$ cat src/rtl/uart_rx.sv
// rtl/uart_rx.sv - 8N1 UART receiver with oversampled majority-vote bit recovery
//
// Ports:
//   clk_i         system clock, rising edge
//   rst_i         synchronous active-high reset
//   os_edge_i     one-cycle strobe at OVERSAMPLE x baud rate
//   rx_i          asynchronous serial line, idle high
//   read_ack_i    one-cycle pulse: consumer has taken data_o and flags
//   data_o        last good byte received
//   available_o   data_o holds an unread byte
//   framing_err_o sticky: a stop bit was sampled low
//   overrun_o     sticky: an unread byte was overwritten
//   busy_o        frame reception in progress

module uart_rx #(
    parameter int OVERSAMPLE = 16,
    parameter int CW         = 5
) (
    input  logic       clk_i,
    input  logic       rst_i,
    input  logic       os_edge_i,
    input  logic       rx_i,
    input  logic       read_ack_i,
    output logic [7:0] data_o,
    output logic       available_o,
    output logic       framing_err_o,
    output logic       overrun_o,
    output logic       busy_o
);

    localparam int M = OVERSAMPLE / 2;
    localparam logic [CW-1:0] TICK_TOP    = CW'(OVERSAMPLE - 1);
    localparam logic [CW-1:0] TICK_MID_LO = CW'(M - 1);
    localparam logic [CW-1:0] TICK_MID    = CW'(M);
    localparam logic [CW-1:0] TICK_MID_HI = CW'(M + 1);

    typedef enum logic [2:0] {
        ST_ARM,
        ST_IDLE,
        ST_START,
        ST_DATA,
        ST_STOP
    } state_t;

    state_t        state_q, state_d;
    logic          rx_meta_q, rx_s_q;
    logic [CW-1:0] cnt_q, cnt_d;
    logic [2:0]    bit_cnt_q, bit_cnt_d;
    logic [7:0]    shreg_q, shreg_d;
    logic [1:0]    votes_q, votes_d;
    logic [7:0]    data_q, data_d;
    logic          avail_q, avail_d;
    logic          ferr_q, ferr_d;
    logic          ovr_q, ovr_d;
    logic          busy_q, busy_d;

    logic [CW-1:0] tick_idx;
    logic          voted;
    logic          load;
    logic          ferr_set;

    // Two-flop synchronizer; resets to the idle-line level.
    always_ff @(posedge clk_i) begin
        if (rst_i) begin
            rx_meta_q <= 1'b1;
            rx_s_q    <= 1'b1;
        end else begin
            rx_meta_q <= rx_i;
            rx_s_q    <= rx_meta_q;
        end
    end

    always_ff @(posedge clk_i) begin
        if (rst_i) begin
            state_q   <= ST_ARM;
            cnt_q     <= '0;
            bit_cnt_q <= '0;
            shreg_q   <= '0;
            votes_q   <= '0;
            data_q    <= '0;
            avail_q   <= 1'b0;
            ferr_q    <= 1'b0;
            ovr_q     <= 1'b0;
            busy_q    <= 1'b0;
        end else begin
            state_q   <= state_d;
            cnt_q     <= cnt_d;
            bit_cnt_q <= bit_cnt_d;
            shreg_q   <= shreg_d;
            votes_q   <= votes_d;
            data_q    <= data_d;
            avail_q   <= avail_d;
            ferr_q    <= ferr_d;
            ovr_q     <= ovr_d;
            busy_q    <= busy_d;
        end
    end

    // The counter runs continuously modulo OVERSAMPLE from the detection
    // tick (tick 0), so the start-bit vote and every later vote land on
    // ticks M-1..M+1 of their own bit without an explicit re-centre step.
    always_comb begin
        tick_idx = (cnt_q == TICK_TOP) ? '0 : cnt_q + CW'(1);
        voted    = (votes_q[0] & votes_q[1]) | (votes_q[0] & rx_s_q) | (votes_q[1] & rx_s_q);

        state_d   = state_q;
        cnt_d     = cnt_q;
        bit_cnt_d = bit_cnt_q;
        shreg_d   = shreg_q;
        votes_d   = votes_q;
        load      = 1'b0;
        ferr_set  = 1'b0;

        if (os_edge_i) begin
            case (state_q)
                ST_ARM: begin
                    if (rx_s_q) state_d = ST_IDLE;
                end
                ST_IDLE: begin
                    if (!rx_s_q) begin
                        state_d   = ST_START;
                        cnt_d     = '0;
                        bit_cnt_d = '0;
                    end
                end
                ST_START, ST_DATA, ST_STOP: begin
                    cnt_d = tick_idx;
                    if (tick_idx == TICK_MID_LO) votes_d[0] = rx_s_q;
                    if (tick_idx == TICK_MID)    votes_d[1] = rx_s_q;
                    if (tick_idx == TICK_MID_HI) begin
                        case (state_q)
                            ST_START: state_d = voted ? ST_IDLE : ST_DATA;
                            ST_DATA: begin
                                shreg_d   = {voted, shreg_q[7:1]};
                                bit_cnt_d = bit_cnt_q + 3'd1;
                                if (bit_cnt_q == 3'd7) state_d = ST_STOP;
                            end
                            default: begin
                                if (voted) begin
                                    load    = 1'b1;
                                    state_d = ST_IDLE;
                                end else begin
                                    // Wait for the line to return high so a
                                    // held break cannot restart reception.
                                    ferr_set = 1'b1;
                                    state_d  = ST_ARM;
                                end
                            end
                        endcase
                    end
                end
                default: state_d = ST_ARM;
            endcase
        end

        // Set events take priority over the read_ack clear.
        data_d  = load ? shreg_q : data_q;
        avail_d = load | (avail_q & ~read_ack_i);
        ferr_d  = ferr_set | (ferr_q & ~read_ack_i);
        ovr_d   = (load & avail_q & ~read_ack_i) | (ovr_q & ~read_ack_i);
        busy_d  = (state_d == ST_START) || (state_d == ST_DATA) || (state_d == ST_STOP);
    end

    assign data_o        = data_q;
    assign available_o   = avail_q;
    assign framing_err_o = ferr_q;
    assign overrun_o     = ovr_q;
    assign busy_o        = busy_q;

endmodule

$ cat config.mk
export PLATFORM = sky130hd
export DESIGN_NAME = uart_rx
export DESIGN_NICKNAME = d
export VERILOG_FILES = /design/src/rtl/uart_rx.sv
export SDC_FILE = /design/constraint.sdc
export NUM_CORES = 1
export LEC_CHECK = 0
export CORE_ASPECT_RATIO = 1.75
export CORE_MARGIN = 1
export CORE_UTILIZATION = 44
export DETAILED_ROUTE_END_ITERATION = 10
export DONT_BUFFER_PORTS = 1
export MAX_ROUTING_LAYER = met4
export PLACE_DENSITY_LB_ADDON = 0.1
export RECOVER_POWER = 25
export SYNTH_ARGS = -nofsm -noshare
export SYNTH_HDL_FRONTEND = slang
export SYNTH_SLANG_ARGS = --single-unit
export TNS_END_PERCENT = 20
$ cat constraint.sdc
create_clock -name clk_i -period 3.8 [get_ports clk_i]
set_input_delay 0.95 -clock clk_i [delete_from_list [all_inputs] [get_ports clk_i]]
set_output_delay 0.95 -clock clk_i [all_outputs]
set_load 0.02 [all_outputs]
==> reports/qor.txt <==
Worst Skew - 0.008446 ns
Setup bufs post-CTS - 0
Register area share after synthesis - 41.06%
Post-route insts no fill - 235
Worst-margin pin slew - 0.7160 ns
Finished Core Util - 49.27%
Starting Density - 46.57%
DR pass1 iterations - 4
Worst Setup Start Kind - register
Num rows - 29
Netlist cell types - 42
Final ANT Viol Nets - 0
Post-cts sizing count - 0
Area after DPL - 0.001724 sq mm
Slowest CP cell - nand4_1
Largest net degree at the start of global routing - 37
Syn Inst Count - 189
Synth area leader - dfxtp_1
Crit-path cells - ha_1 -> or3b_4 -> nor2_8 -> a21o_2 -> nand4_1 -> mux2i_1 -> nor2_1
Commonest non-fill, non-tap cell in the layout - nor2_1
# DRC - 0
Fraction of layout cells with a size suffix above 1 - 7.407%
DRT Wirelength - 3.511 mm
Leakage - 0.7677 nW
Placed insts - 227
Post-synth EDFFs - 0
GRT Util Overall - 19.37%
Placer Congestion - 0.8062
Yosys warns - 0
First-pass GRT wire length - 6.003 mm
Design Area, Final - 0.001805 sq mm
Vias in the first global route - 1308
# hold bufs at CTS - 0
Residual overflow from global routing - 0
Synth area leaders - dfxtp_1, mux2i_1, nor2_1
Routed vias - 1316
Setup crit end kind - register
Synth Register Bits - 35
CP max FO - 9
Clk sinks - 35
Final setup violating endpoints - 0
Initial antenna violation count - 0
Post-synth top area share - 41.06%
Reg2reg setup slack - 1.38 ns
Final Cycle Share - 63.64%
Die area - 0.004142 sq mm
# Max-Cap Violations - 0
Clock root buffer - clkbuf_8
Number of diodes - 0
Clock transition at the registers of the reported paths - 0.07 ns
CTS tree - built
Mean Syn Cell Area - 9.030 sq um
Slowest stage delay, CP - 0.51 ns
Ys async rst share - 0%
Fin nets - 199
Footprint of the multi-input gates - 950.9 sq um
Setup Crit Path Kind - register to register
Width of the chip - 49.08 microns
Clock latency on the worst-skew pair - 0.28 ns
Seq. cell area - 700.7 sq um
RSZ-0062 raised after global routing - false
Pwr/cell area - 376.1 mW/mm^2
Fmax - 413.5 MHz
Worst endpoint required time - 3.98 ns
Synth Net Count - 200
TritonCTS Buffers - 5
Core area - 0.003665 sq mm
Setup TNS - 0 ns
Max Transition Viols Final - 0
Initial DRC count - 45
Post-DR wirelength/cell - 14.94 microns
Port Buffers - 0
Synth-to-layout area growth - 5.792%
Arrival time at the worst endpoint - 2.60 ns
Outcome - complete, no violations
Syn Std Cell Area - 0.001707 sq mm
Post-layout minimum cycle time - 2.418 ns
Slew margin rel. - 51.76%
FILL cells - 363
Vias/cell - 5.600
Post-DP HPWL - 2.581 mm
Min-delay worst type - register to register
DIE HEIGHT - 84.39 microns
Main synth FF type - dfxtp_1
CTS H-tree lvls - 2
Worst vdd ir - 0.2622 mV
Io pins - 17
Commonest cells after routing, fill and taps aside - nor2_1, dfxtp_1, mux2i_1, nand2_1, a21oi_1
Max clock buf depth - 2
Final Hold Viols - 0
sequential cells by signal, indices dropped and copies added (netlist names), 2 cells and up:
name       flops
data_o         8
shreg_q        8
cnt_q          5
bit_cnt_q      3
state_q        3
votes_q        2
path summary, 6_finish.rpt:
path              startpoint         to  depth (start not counted)
setup reg to reg    cnt_q[0]  data_o[1]                          7
hold / removal     rx_meta_q     rx_s_q                          1
setup / recovery    cnt_q[0]  data_o[1]                          7
hold reg to reg    rx_meta_q     rx_s_q                          1
layout make-up:
class / count / share of cell area (%)
Clock inverter: 1 / 0.2772
Multi-Input combinational cell: 142 / 52.67
Sequential cell: 35 / 38.81
Clock buffer: 7 / 4.227
Tap cell: 46 / 3.188
Inverter: 4 / 0.8316
layer usage:
| layer | track usage (%) | vias up | routed length [microns] |
|---|---|---|---|
| li1 | - | 656 | - |
| met1 | 20.27 | 621 | 1406 |
| met2 | 32.25 | 28 | 1860 |
| met3 | 3.442 | 11 | 109 |
| met4 | 13.10 | 0 | 133 |
| met5 | - | - | 0 |
Yosys cell counts (2+ instances only):
| cell type | n |
|---|---|
| nor2_1 | 36 |
| dfxtp_1 | 35 |
| mux2i_1 | 20 |
| a21oi_1 | 9 |
| nand2_1 | 9 |
| nand2b_1 | 8 |
| ha_1 | 6 |
| nor2b_1 | 6 |
| clkbuf_1 | 5 |
| inv_1 | 4 |
| nand3_1 | 4 |
| nor3b_1 | 4 |
| o21ai_0 | 4 |
| nand3b_1 | 3 |
| nor3_1 | 3 |
| a22oi_1 | 2 |
| a31oi_1 | 2 |
| and3_1 | 2 |
| buf_2 | 2 |
| o211a_1 | 2 |
| or2_2 | 2 |
kinds of logic (layout without fill, tap and decap cells):
| group | count (synthesis) | count (layout) | share of synthesized area, % |
|---|---|---|---|
| DFF | 35 | 35 | 41.06 |
| adders and majority gates | 7 | 7 | 4.985 |
| buffers and inverters | 12 | 12 | 3.226 |
| and+or+nand+nor | 86 | 86 | 26.76 |
| xor gates and xnor gates | 1 | 1 | 0.5133 |
| muxes | 20 | 20 | 11.73 |
| AOI/OAI and AO/OA | 28 | 28 | 11.73 |
stage by stage:
| step | total power [mW] | setup WS (ns) | hold WS, ns |
|---|---|---|---|
| floorplan | 0.4267 | 1.563 | 0.3895 |
| global placement | 0.4302 | 1.477 | 0.3947 |
| global route | 0.7078 | 1.200 | 0.4263 |
| detailed placement | 0.4319 | 1.371 | 0.3980 |
| finish | 0.6790 | 1.382 | 0.4112 |
| CTS | 0.6899 | 1.366 | 0.4151 |
power by group:
group	leakage, nW	switching, mW	internal, mW
Sequential	0.283	0.00894	0.373
Clock	0.0422	0.126	0.129
Combinational	0.442	0.0265	0.0161
critical path, delay by kind of cell (launching register included):
family                   cells  cell delay [ns]
AO/OA/AOI/OAI                1             0.14
adder cells (fa/ha/maj)      1             0.33
multiplexers                 1             0.34
AND/OR/NAND/NOR              4             1.14
flip-flops                   1             0.37
(Power assumes the default switching activity.)
